File: config.mk
export PLATFORM = sky130hd
export DESIGN_NAME = pam_mixer
export DESIGN_NICKNAME = d
export VERILOG_FILES = /design/src/rtl/pam_pkg.sv /design/src/rtl/pam_level_map.sv /design/src/rtl/pam_mixer.sv
export SDC_FILE = /design/constraint.sdc
export NUM_CORES = 1
export LEC_CHECK = 0
export CORE_AREA = 2 2 50 52
export DETAILED_ROUTE_END_ITERATION = 8
export DIE_AREA = 0 0 52 54
export GPL_ROUTABILITY_DRIVEN = 0
export PLACE_DENSITY = 0.85
export SYNTH_ARGS = -nofsm -noshare
export SYNTH_HDL_FRONTEND = slang
export SYNTH_SLANG_ARGS = --single-unit
File: constraint.sdc
create_clock -name clk -period 5.1 [get_ports clk]
set_clock_uncertainty 0.1 [all_clocks]
set_input_delay 1.02 -clock clk [delete_from_list [all_inputs] [get_ports clk]]
set_output_delay 1.02 -clock clk [all_outputs]
set_load 0.02 [all_outputs]
File: src/rtl/pam_pkg.sv
// Shared PAM constants: sample width, symbol encoding and the signed level alphabet.
// Used by both the PAM mixer and the QAM demodulator.
package pam_pkg;

  localparam int DATA_W = 8;
  localparam int LVL_W  = 3;

  typedef logic signed [LVL_W-1:0] lvl_t;

  typedef enum logic [1:0] {
    SYM_N3 = 2'b00,
    SYM_N1 = 2'b01,
    SYM_P1 = 2'b10,
    SYM_P3 = 2'b11
  } sym_e;

  localparam lvl_t LVL_N3 = lvl_t'(-3);
  localparam lvl_t LVL_N1 = lvl_t'(-1);
  localparam lvl_t LVL_P1 = lvl_t'(1);
  localparam lvl_t LVL_P3 = lvl_t'(3);
  localparam lvl_t LVL_ZERO = lvl_t'(0);

endpackage

File: src/rtl/pam_level_map.sv
// Combinational PAM symbol to signed amplitude level lookup.
module pam_level_map
  import pam_pkg::*;
(
  input  logic [1:0] data_in,
  output lvl_t       level
);

  always_comb begin
    level = LVL_ZERO;
    case (sym_e'(data_in))
      SYM_N3:  level = LVL_N3;
      SYM_N1:  level = LVL_N1;
      SYM_P1:  level = LVL_P1;
      SYM_P3:  level = LVL_P3;
      default: level = LVL_ZERO;
    endcase
  end

endmodule

File: src/rtl/pam_mixer.sv
// PAM mixer: scales the incoming carrier by a symbol level latched at each upward
// zero crossing, so a symbol always spans whole carrier periods.
module pam_mixer #(
  parameter int DATA_W = pam_pkg::DATA_W,
  parameter int SHIFT  = 2
) (
  input  logic                     clk,
  input  logic                     rst,
  input  logic [1:0]               data_in,
  input  logic signed [DATA_W-1:0] sin_in,
  output logic signed [DATA_W-1:0] signal_out
);

  import pam_pkg::*;

  localparam int PROD_W = DATA_W + LVL_W;

  logic signed [DATA_W-1:0] sin_q;
  lvl_t                     lvl;
  lvl_t                     lvl_map;
  logic                     crossing;
  logic signed [PROD_W-1:0] sin_ext;
  logic signed [PROD_W-1:0] lvl_ext;
  logic signed [PROD_W-1:0] prod;

  // Arithmetic shift floors toward minus infinity; the full-scale result fits
  // in DATA_W bits, so truncation to the low bits never wraps.
  function automatic logic signed [DATA_W-1:0] shift_trunc(input logic signed [PROD_W-1:0] p);
    logic signed [PROD_W-1:0] s;
    s = p >>> SHIFT;
    return s[DATA_W-1:0];
  endfunction

  pam_level_map u_level_map (
    .data_in (data_in),
    .level   (lvl_map)
  );

  assign crossing = sin_q[DATA_W-1] && !sin_in[DATA_W-1];
  assign sin_ext  = sin_q;
  assign lvl_ext  = lvl;
  assign prod     = sin_ext * lvl_ext;

  // Stage p0: carrier delay and level latch; stage p1: scaled output.
  always_ff @(posedge clk or posedge rst) begin
    if (rst) begin
      sin_q      <= '0;
      lvl        <= LVL_ZERO;
      signal_out <= '0;
    end else begin
      sin_q      <= sin_in;
      if (crossing)
        lvl <= lvl_map;
      signal_out <= shift_trunc(prod);
    end
  end

endmodule

==> summary.md, run 1 <==
| Metric | Value |
|---|---|
| Met2 WL | 953 um |
| Max-cap violation count | 0 |
| Post-synthesis sequential area ratio | 39.9% |
| Fin Setup TNS | 0 ns |
| DRC viols | 0 |
| Synthesized area | 1190 um^2 |
| Post-synth top area cell | dfrtp_1 |
| GRT Resource Usage Total | 16.0% |
| Drt wl/cell | 12.2 um |
| Setup CP Type | flip-flop to flip-flop |
| Fmax | 0.312 GHz |
| WHS Endpoint | lvl[2]$_DFFE_PP0P_ |
| Clock tree buffer depth | 2 |
| Area contributors post-synth | dfrtp_1 (40%), fa_1 (15%), ha_1 (13%) |
| Placed Area | 1400 um^2 |
| IO Pins | 20 |
| Final Cell Area | 1420 um^2 |
| Root Buffer | clkbuf_4 |
| Reg2Reg Depth | 10 |
| Die Wd | 52 um |
| Worst setup margin | 1.90 ns |
| DR vias | 716 |
| Final number of hold-violating endpoints | 0 |
| Pwr Density | 378 nW/um^2 |
| Distinct cells, synth | 24 |
| Diodes inserted | 0 |
| CP startpoint kind | flip-flop |
| Syn nets | 131 |
| Worst-path clk slew | 0.10 ns |
| Reg-to-Reg Start | lvl[2]$_DFFE_PP0P_ |
| Dpl ws | 1.90 ns |
| Critical Path AT | 3.33 ns |
| Number of filler cells placed in the layout | 181 |
| Hold buffers post-CTS | 0 |
| Hold WC Path Type | flip-flop to flip-flop |
| Vias in the first global route | 746 |
| 1st-pass router iterations | 2 |
| Syn Area/Cell | 12.2 um^2 |
| CP most frequent cell | fa_1 |
| Die H | 54 um |
| Setup crit start | lvl[2]$_DFFE_PP0P_ |
| Die ar. | 2810 um^2 |
| Num CTS Buffers | 3 |
| Share of cells above drive strength 1 | 8.40% |
| Initial Util | 51.4% |
| Hold path depth | 2 |
| Leakage power | 0.000651 uW |
| Final setup vio count | 0 |
| Critical-path cell list | nand2b_1 -> fa_1 -> inv_1 -> fa_1 -> ha_1 -> fa_1 -> a211oi_1 -> o21bai_1 -> a21oi_1 -> xnor2_1 |
| Syn. warnings | 0 |
| # H-tree levels | 1 |
| Drt total wl | 1.82 mm |
| Vias per cell | 4.81 |
| Largest stage delay, worst path | 0.54 ns |
| Multi-input gate area | 672 um^2 |
| HP Start | lvl[2]$_DFFE_PP0P_ |
| Final worst path period need | 3.20 ns |
| FF-to-FF setup slack | 1.90 ns |
| DRT iter0 DRCs | 4 |
| Met3 wire len | 58 um |
| Yosys top cell area share | 39.9% |
| Post-synth EDFFs | 0 |
| Largest net degree at the start of global routing | 20 |
| Most common cell in the synthesized netlist | dfrtp_1 |
| Core ar. | 2320 um^2 |
| PortBufs | 19 |
| Max-slew violation count | 0 |
| Reg-to-Reg End | signal_out[7]$_DFF_PP0_ |
| Measured slew at the worst slew-check pin | 0.743 ns |
| Worst-Skew Late Latency | 0.30 ns |
| Standard-cell rows | 18 |
| CTS tree | done |
| Status | finished clean |
| Initial antenna violation count | 0 |
| Cell count after synthesis | 98 |
| Bufs and invs on worst path | 1 |
| Max IR drop VDD | 0.215 mV |
| Post-DP HPWL | 1.48 mm |
| Layout area overhead | 19.4% |
| Post_cts resized | 0 |
| Top FF cell, synth | dfrtp_1 |
| Grt total ovfl | 0 |
| Critical path's top delay family | adder cells |
| Clock Sinks | 19 |
| WL met1 | 750 um |
| Crit end category | flip-flop |
| Synthesized flop and latch total | 19 |
| Top sig layer | met4 |
| Overall power | 538 uW |
| Final nets | 153 |
| Crit path max-delay cell type | fa_1 |
| CP required | 5.23 ns |
| First-pass GRT wire length | 3.13 mm |
| Async set or reset register ratio after synthesis | 100% |
| CP max FO | 10 |
| Buffer count from post-CTS setup fixing | 0 |
| Post-DRT Antenna Nets | 0 |
| Final worst-path cycle share | 62.8% |
| RSZ-0062 raised after global routing | false |
| Max-slew headroom | 50.4% |
| Synth cell count leaders | dfrtp_1 (19), ha_1 (12), fa_1 (9) |
| Sequential cell area | 475 um^2 |
==> through the flow <==
step / instances / hold WS, ns / util [%]
3_3_place_gp: 145 / 0.551 / 60.2
5_1_grt: 149 / 0.650 / 61.4
3_5_place_dp: 145 / 0.574 / 60.2
6_report: 149 / 0.595 / 61.4
2_1_floorplan: 98 / 0.460 / -
4_1_cts: 149 / 0.603 / 61.4
==> power breakdown <==
group	internal, uW	total, uW	switching, uW	leakage (uW)
logic	130	257	127	0.000416
clock network	30.5	76.7	46.2	0.0000150
registers	188	204	16.7	0.000220
total	348	538	190	0.000651
==> flip-flops by register name, summed over array words and instances (netlist names) <==
| signal | cells |
|---|---|
| sin_q | 8 |
| lvl | 3 |
| signal_out | 8 |
==> cell families after synthesis <==
group                      after synthesis  synth area share, %
and+or+nand+nor                         30                 13.9
xor gates and xnor gates                 8                 8.08
adders and majority gates               21                 27.7
muxes                                    1                0.944
buffers and inverters                    8                 3.78
DFF                                     19                 39.9
AOI/OAI and AO/OA                       11                 5.77
==> metal layers <==
layer | up-vias | global-route usage [%]
met5 | - | 0
met4 | 0 | 10.5
met3 | 7 | 2.78
met2 | 18 | 28.3
met1 | 335 | 17.8
li1 | 356 | -
==> placed cells by master (no fill, tap or decap), drive strengths merged <==
cell	synthesis	final
a211oi	1	1
o21bai	1	1
o211ai	1	1
nand2b	4	4
clkdlybuf4s50	0	19
nor2b	6	6
fa	9	9
a21o	1	1
xnor2	7	7
nor2	3	3
clkbuf	0	4
nand2	8	8
a21oi	5	5
and2	9	9
o21ai	2	2
ha	12	12
mux2	1	1
xor2	1	1
inv	6	6
dfrtp	19	19
==> worst register-to-register path, cell delays in order, from the launching register on <==
cell and delay [ns]:
dfrtp_1 0.53, nand2b_1 0.13, fa_1 0.54, inv_1 0.05, fa_1 0.40, ha_1 0.22
fa_1 0.43, a211oi_1 0.31, o21bai_1 0.11, a21oi_1 0.18, xnor2_1 0.13
==> how the worst max path moves through the flow <==
stage,cells past startpoint,end
2_1_floorplan,10,signal_out[7]$_DFF_PP0_
3_3_place_gp,10,signal_out[7]$_DFF_PP0_
3_5_place_dp,10,signal_out[7]$_DFF_PP0_
4_1_cts,10,signal_out[7]$_DFF_PP0_
5_1_grt,10,signal_out[7]$_DFF_PP0_
6_report,10,signal_out[7]$_DFF_PP0_
==> final cells by class <==
class / instances / area share (%)
timing repair buffer: 19 / 13.4
clock buffer: 4 / 1.85
multi-input combinational: 71 / 47.2
sequential: 19 / 33.4
tap: 30 / 2.64
inverter: 6 / 1.58
Power figures use the tool's default switching activity.
==> run 2: changes to the inputs <==
Settings changed: CORE_AREA 2 2 50 52 to 2 2 65 43, DIE_AREA 0 0 52 54 to 0 0 67 45, PLACE_DENSITY 0.85 to 0.82.
Clock period 5.1 ns to 3.4 ns, I/O delays scaled along.
==> run 2 against run 1 <==
Net effect: sequential power rose by 50%; cell area rose by 1.6%; clock-buffer cell count fell by 1; worst setup slack got worse by 1.6 ns.
==> summary.md, run 2 (synthesis results as in run 1) <==
| Metric | Value |
|---|---|
| Die H | 45 um (-17%) |
| Measured slew at the worst slew-check pin | 0.688 ns (-0.0552 ns) |
| PortBufs | 19 (unchanged) |
| First-pass GRT wire length | 3.20 mm (+2.4%) |
| Busiest layer in global routing | met2 |
| Fin Setup TNS | 0 ns (unchanged) |
| CP required | 3.48 ns (-1.75 ns) |
| Top Registers | signal_out: 8 flops, sin_q: 8 flops, lvl: 3 flops |
| IO Pins | 20 (unchanged) |
| DRC viols | 0 (unchanged) |
| Drt total wl | 1.70 mm (-6.6%) |
| Hold WC Path Type | flip-flop to flip-flop |
| Sequential cell area | 475 um^2 (unchanged) |
| Grt total ovfl | 0 (unchanged) |
| Initial Util | 50.1% (-1.3 points) |
| Number of filler cells placed in the layout | 201 (+11%) |
| CP startpoint kind | flip-flop |
| Buffer count from post-CTS setup fixing | 0 (unchanged) |
| Hold buffers post-CTS | 0 (unchanged) |
| Vias in the first global route | 736 (-1.3%) |
| Met3 GRT Util | 5.49% (+2.7 points) |
| Multi-input gate area | 672 um^2 (unchanged) |
| DRT iter0 DRCs | 45 (+41) |
| Initial antenna violation count | 0 (unchanged) |
| CP most frequent cell | fa_1 |
| Worst-path clk slew | 0.07 ns (-0.03 ns) |
| Setup CP Type | flip-flop to flip-flop |
| Share of cells above drive strength 1 | 9.24% (+0.84 points) |
| Post_cts resized | 0 (unchanged) |
| Leakage power | 0.000661 uW (+1.6%) |
| Max-slew violation count | 0 (unchanged) |
| Final number of hold-violating endpoints | 0 (unchanged) |
| Largest stage delay, worst path | 0.54 ns (about the same) |
| CTS tree | done |
| Final worst path period need | 3.10 ns (-0.0994 ns) |
| Worst-Skew Late Latency | 0.25 ns (-0.05 ns) |
| Layout area overhead | 21.3% |
| Cells after DPL | 147 (+1.4%) |
| Clock tree buffer depth | 2 (unchanged) |
| Reg-to-Reg Start | lvl[2]$_DFFE_PP0P_ |
| Diodes inserted | 0 (unchanged) |
| Post-DP HPWL | 1.43 mm (-3.4%) |
| CP max FO | 10 (unchanged) |
| Finished Layout Cells | 151 (+1.3%) |
| HP Start | lvl[2]$_DFFE_PP0P_ |
| Clock Sinks | 19 (unchanged) |
| Placed Area | 1400 um^2 (+0.18%) |
| GRT Resource Usage Total | 14.5% (-1.5 points) |
| Final worst-path cycle share | 91.3% (+28 points) |
| Standard-cell rows | 14 (-4) |
| Num CTS Buffers | 3 (unchanged) |
| Hold WS | 0.571 ns (-0.0240 ns) |
| DR vias | 733 (+2.4%) |
| M2 GR Usage | 22.8% (-5.5 points) |
| Critical Path AT | 3.18 ns (-0.15 ns) |
| 1st-pass router iterations | 4 (+2) |
| Die Wd | 67 um (+29%) |
| Most frequent cells in the layout | clkdlybuf4s50_1 (19), dfrtp_1 (19), ha_1 (12), fa_1 (9), nand2_1 (8) |
| Core ar. | 2380 um^2 (+2.7%) |
| Critical path's top delay family | adder cells |
| Largest net degree at the start of global routing | 20 (unchanged) |
| Crit path max-delay cell type | fa_1 |
| # H-tree levels | 1 (unchanged) |
| Status | finished clean |
| Post-DRT Antenna Nets | 0 (unchanged) |
| Fmax | 0.322 GHz (+3.2%) |
| Final nets | 153 (unchanged) |
| RSZ-0062 raised after global routing | false |
| Max-cap violation count | 0 (unchanged) |
| Met1 Resource Use GR | 19.6% (+1.7 points) |
| Max IR drop VDD | 0.328 mV (+53%) |
| Max-slew headroom | 54.1% (+3.7 points) |
| Final Cell Area | 1450 um^2 (+1.6%) |
| Crit end category | flip-flop |
| Die ar. | 3020 um^2 (+7.4%) |
| Bufs and invs on worst path | 1 (unchanged) |
| Pwr Density | 582 nW/um^2 (+54%) |
| Final setup vio count | 0 (unchanged) |
| Critical-path cell list | nand2b_1 -> fa_1 -> inv_1 -> fa_1 -> ha_1 -> fa_1 -> a211oi_1 -> o21bai_1 -> a21oi_1 -> xnor2_1 |
| Drt wl/cell | 11.3 um (-7.8%) |
| Root Buffer | clkbuf_8 |
| Vias per cell | 4.85 (+1.0%) |
| Setup crit start | lvl[2]$_DFFE_PP0P_ |
==> run 2: worst register-to-register path: stages, from the launching register on <==
cell	delay, ns
dfrtp_1	0.50
nand2b_1	0.13
fa_1	0.54
inv_1	0.05
fa_1	0.40
ha_1	0.22
fa_1	0.42
a211oi_1	0.25
o21bai_1	0.10
a21oi_1	0.19
xnor2_1	0.13
==> run 2: metrics by stage <==
stage	worst slack, ns	total power [uW]	util, %
after floorplan	0.483	557	-
after global placement	0.359	689	58.8
after detailed placement	0.293	697	58.8
after CTS	0.271	855	60.7
after global routing	0.0270	919	60.7
final	0.296	841	60.7
==> run 2: path summary, 6_finish.rpt <==
check                                               end  slack [ns]  depth (start not counted)
worst max-delay path            signal_out[7]$_DFF_PP0_        0.30                         10
worst min-delay path                 lvl[2]$_DFFE_PP0P_        0.57                          2
worst max register to register  signal_out[7]$_DFF_PP0_        0.30                         10
worst min register to register       lvl[2]$_DFFE_PP0P_        0.57                          2
max in group asynchronous            lvl[0]$_DFFE_PP0P_        2.02                          2
min in group asynchronous       signal_out[4]$_DFF_PP0_        0.74                          2
==> run 2: where the power goes <==
part           internal (uW)  switching, uW  total [uW]
Combinational            197            189         386
Clock                   81.2           69.0         150
Sequential               282           23.0         305
==> run 2: area by class of cell <==
cell class	count	share of cell area, %
clock buffer	3	2.85
clock inverter	1	0.346
inverter	6	1.56
multi-input combinational	71	46.5
sequential	19	32.9
tap	32	2.77
timing repair buffer	19	13.1
==> run 2: metal layers <==
metal	vias to the layer above	wire length (um)
met5	-	0
met4	0	0
met3	0	123
met2	25	747
met1	350	829
li1	358	-
==> run 3: changes to the inputs <==
--- a/config.mk
+++ b/config.mk
@@ -11,5 +11,7 @@
 export GPL_ROUTABILITY_DRIVEN = 0
 export PLACE_DENSITY = 0.82
+export SKIP_CTS_REPAIR_TIMING = 1
 export SYNTH_ARGS = -nofsm -noshare
 export SYNTH_HDL_FRONTEND = slang
 export SYNTH_SLANG_ARGS = --single-unit
+export TNS_END_PERCENT = 100
==> constraint.sdc (replaced) <==
create_clock -name clk -period 3.4 [get_ports clk]
set_clock_uncertainty 0.1 [all_clocks]
set_input_delay 0.51 -clock clk [delete_from_list [all_inputs] [get_ports clk]]
set_output_delay 0.51 -clock clk [all_outputs]
set_load 0.02 [all_outputs]
==> results of run 3 <==
The final DEF is identical to that of run 2. Status: finished clean.
Main changes from that run: hold slack 0.571 ns -> 0.566 ns
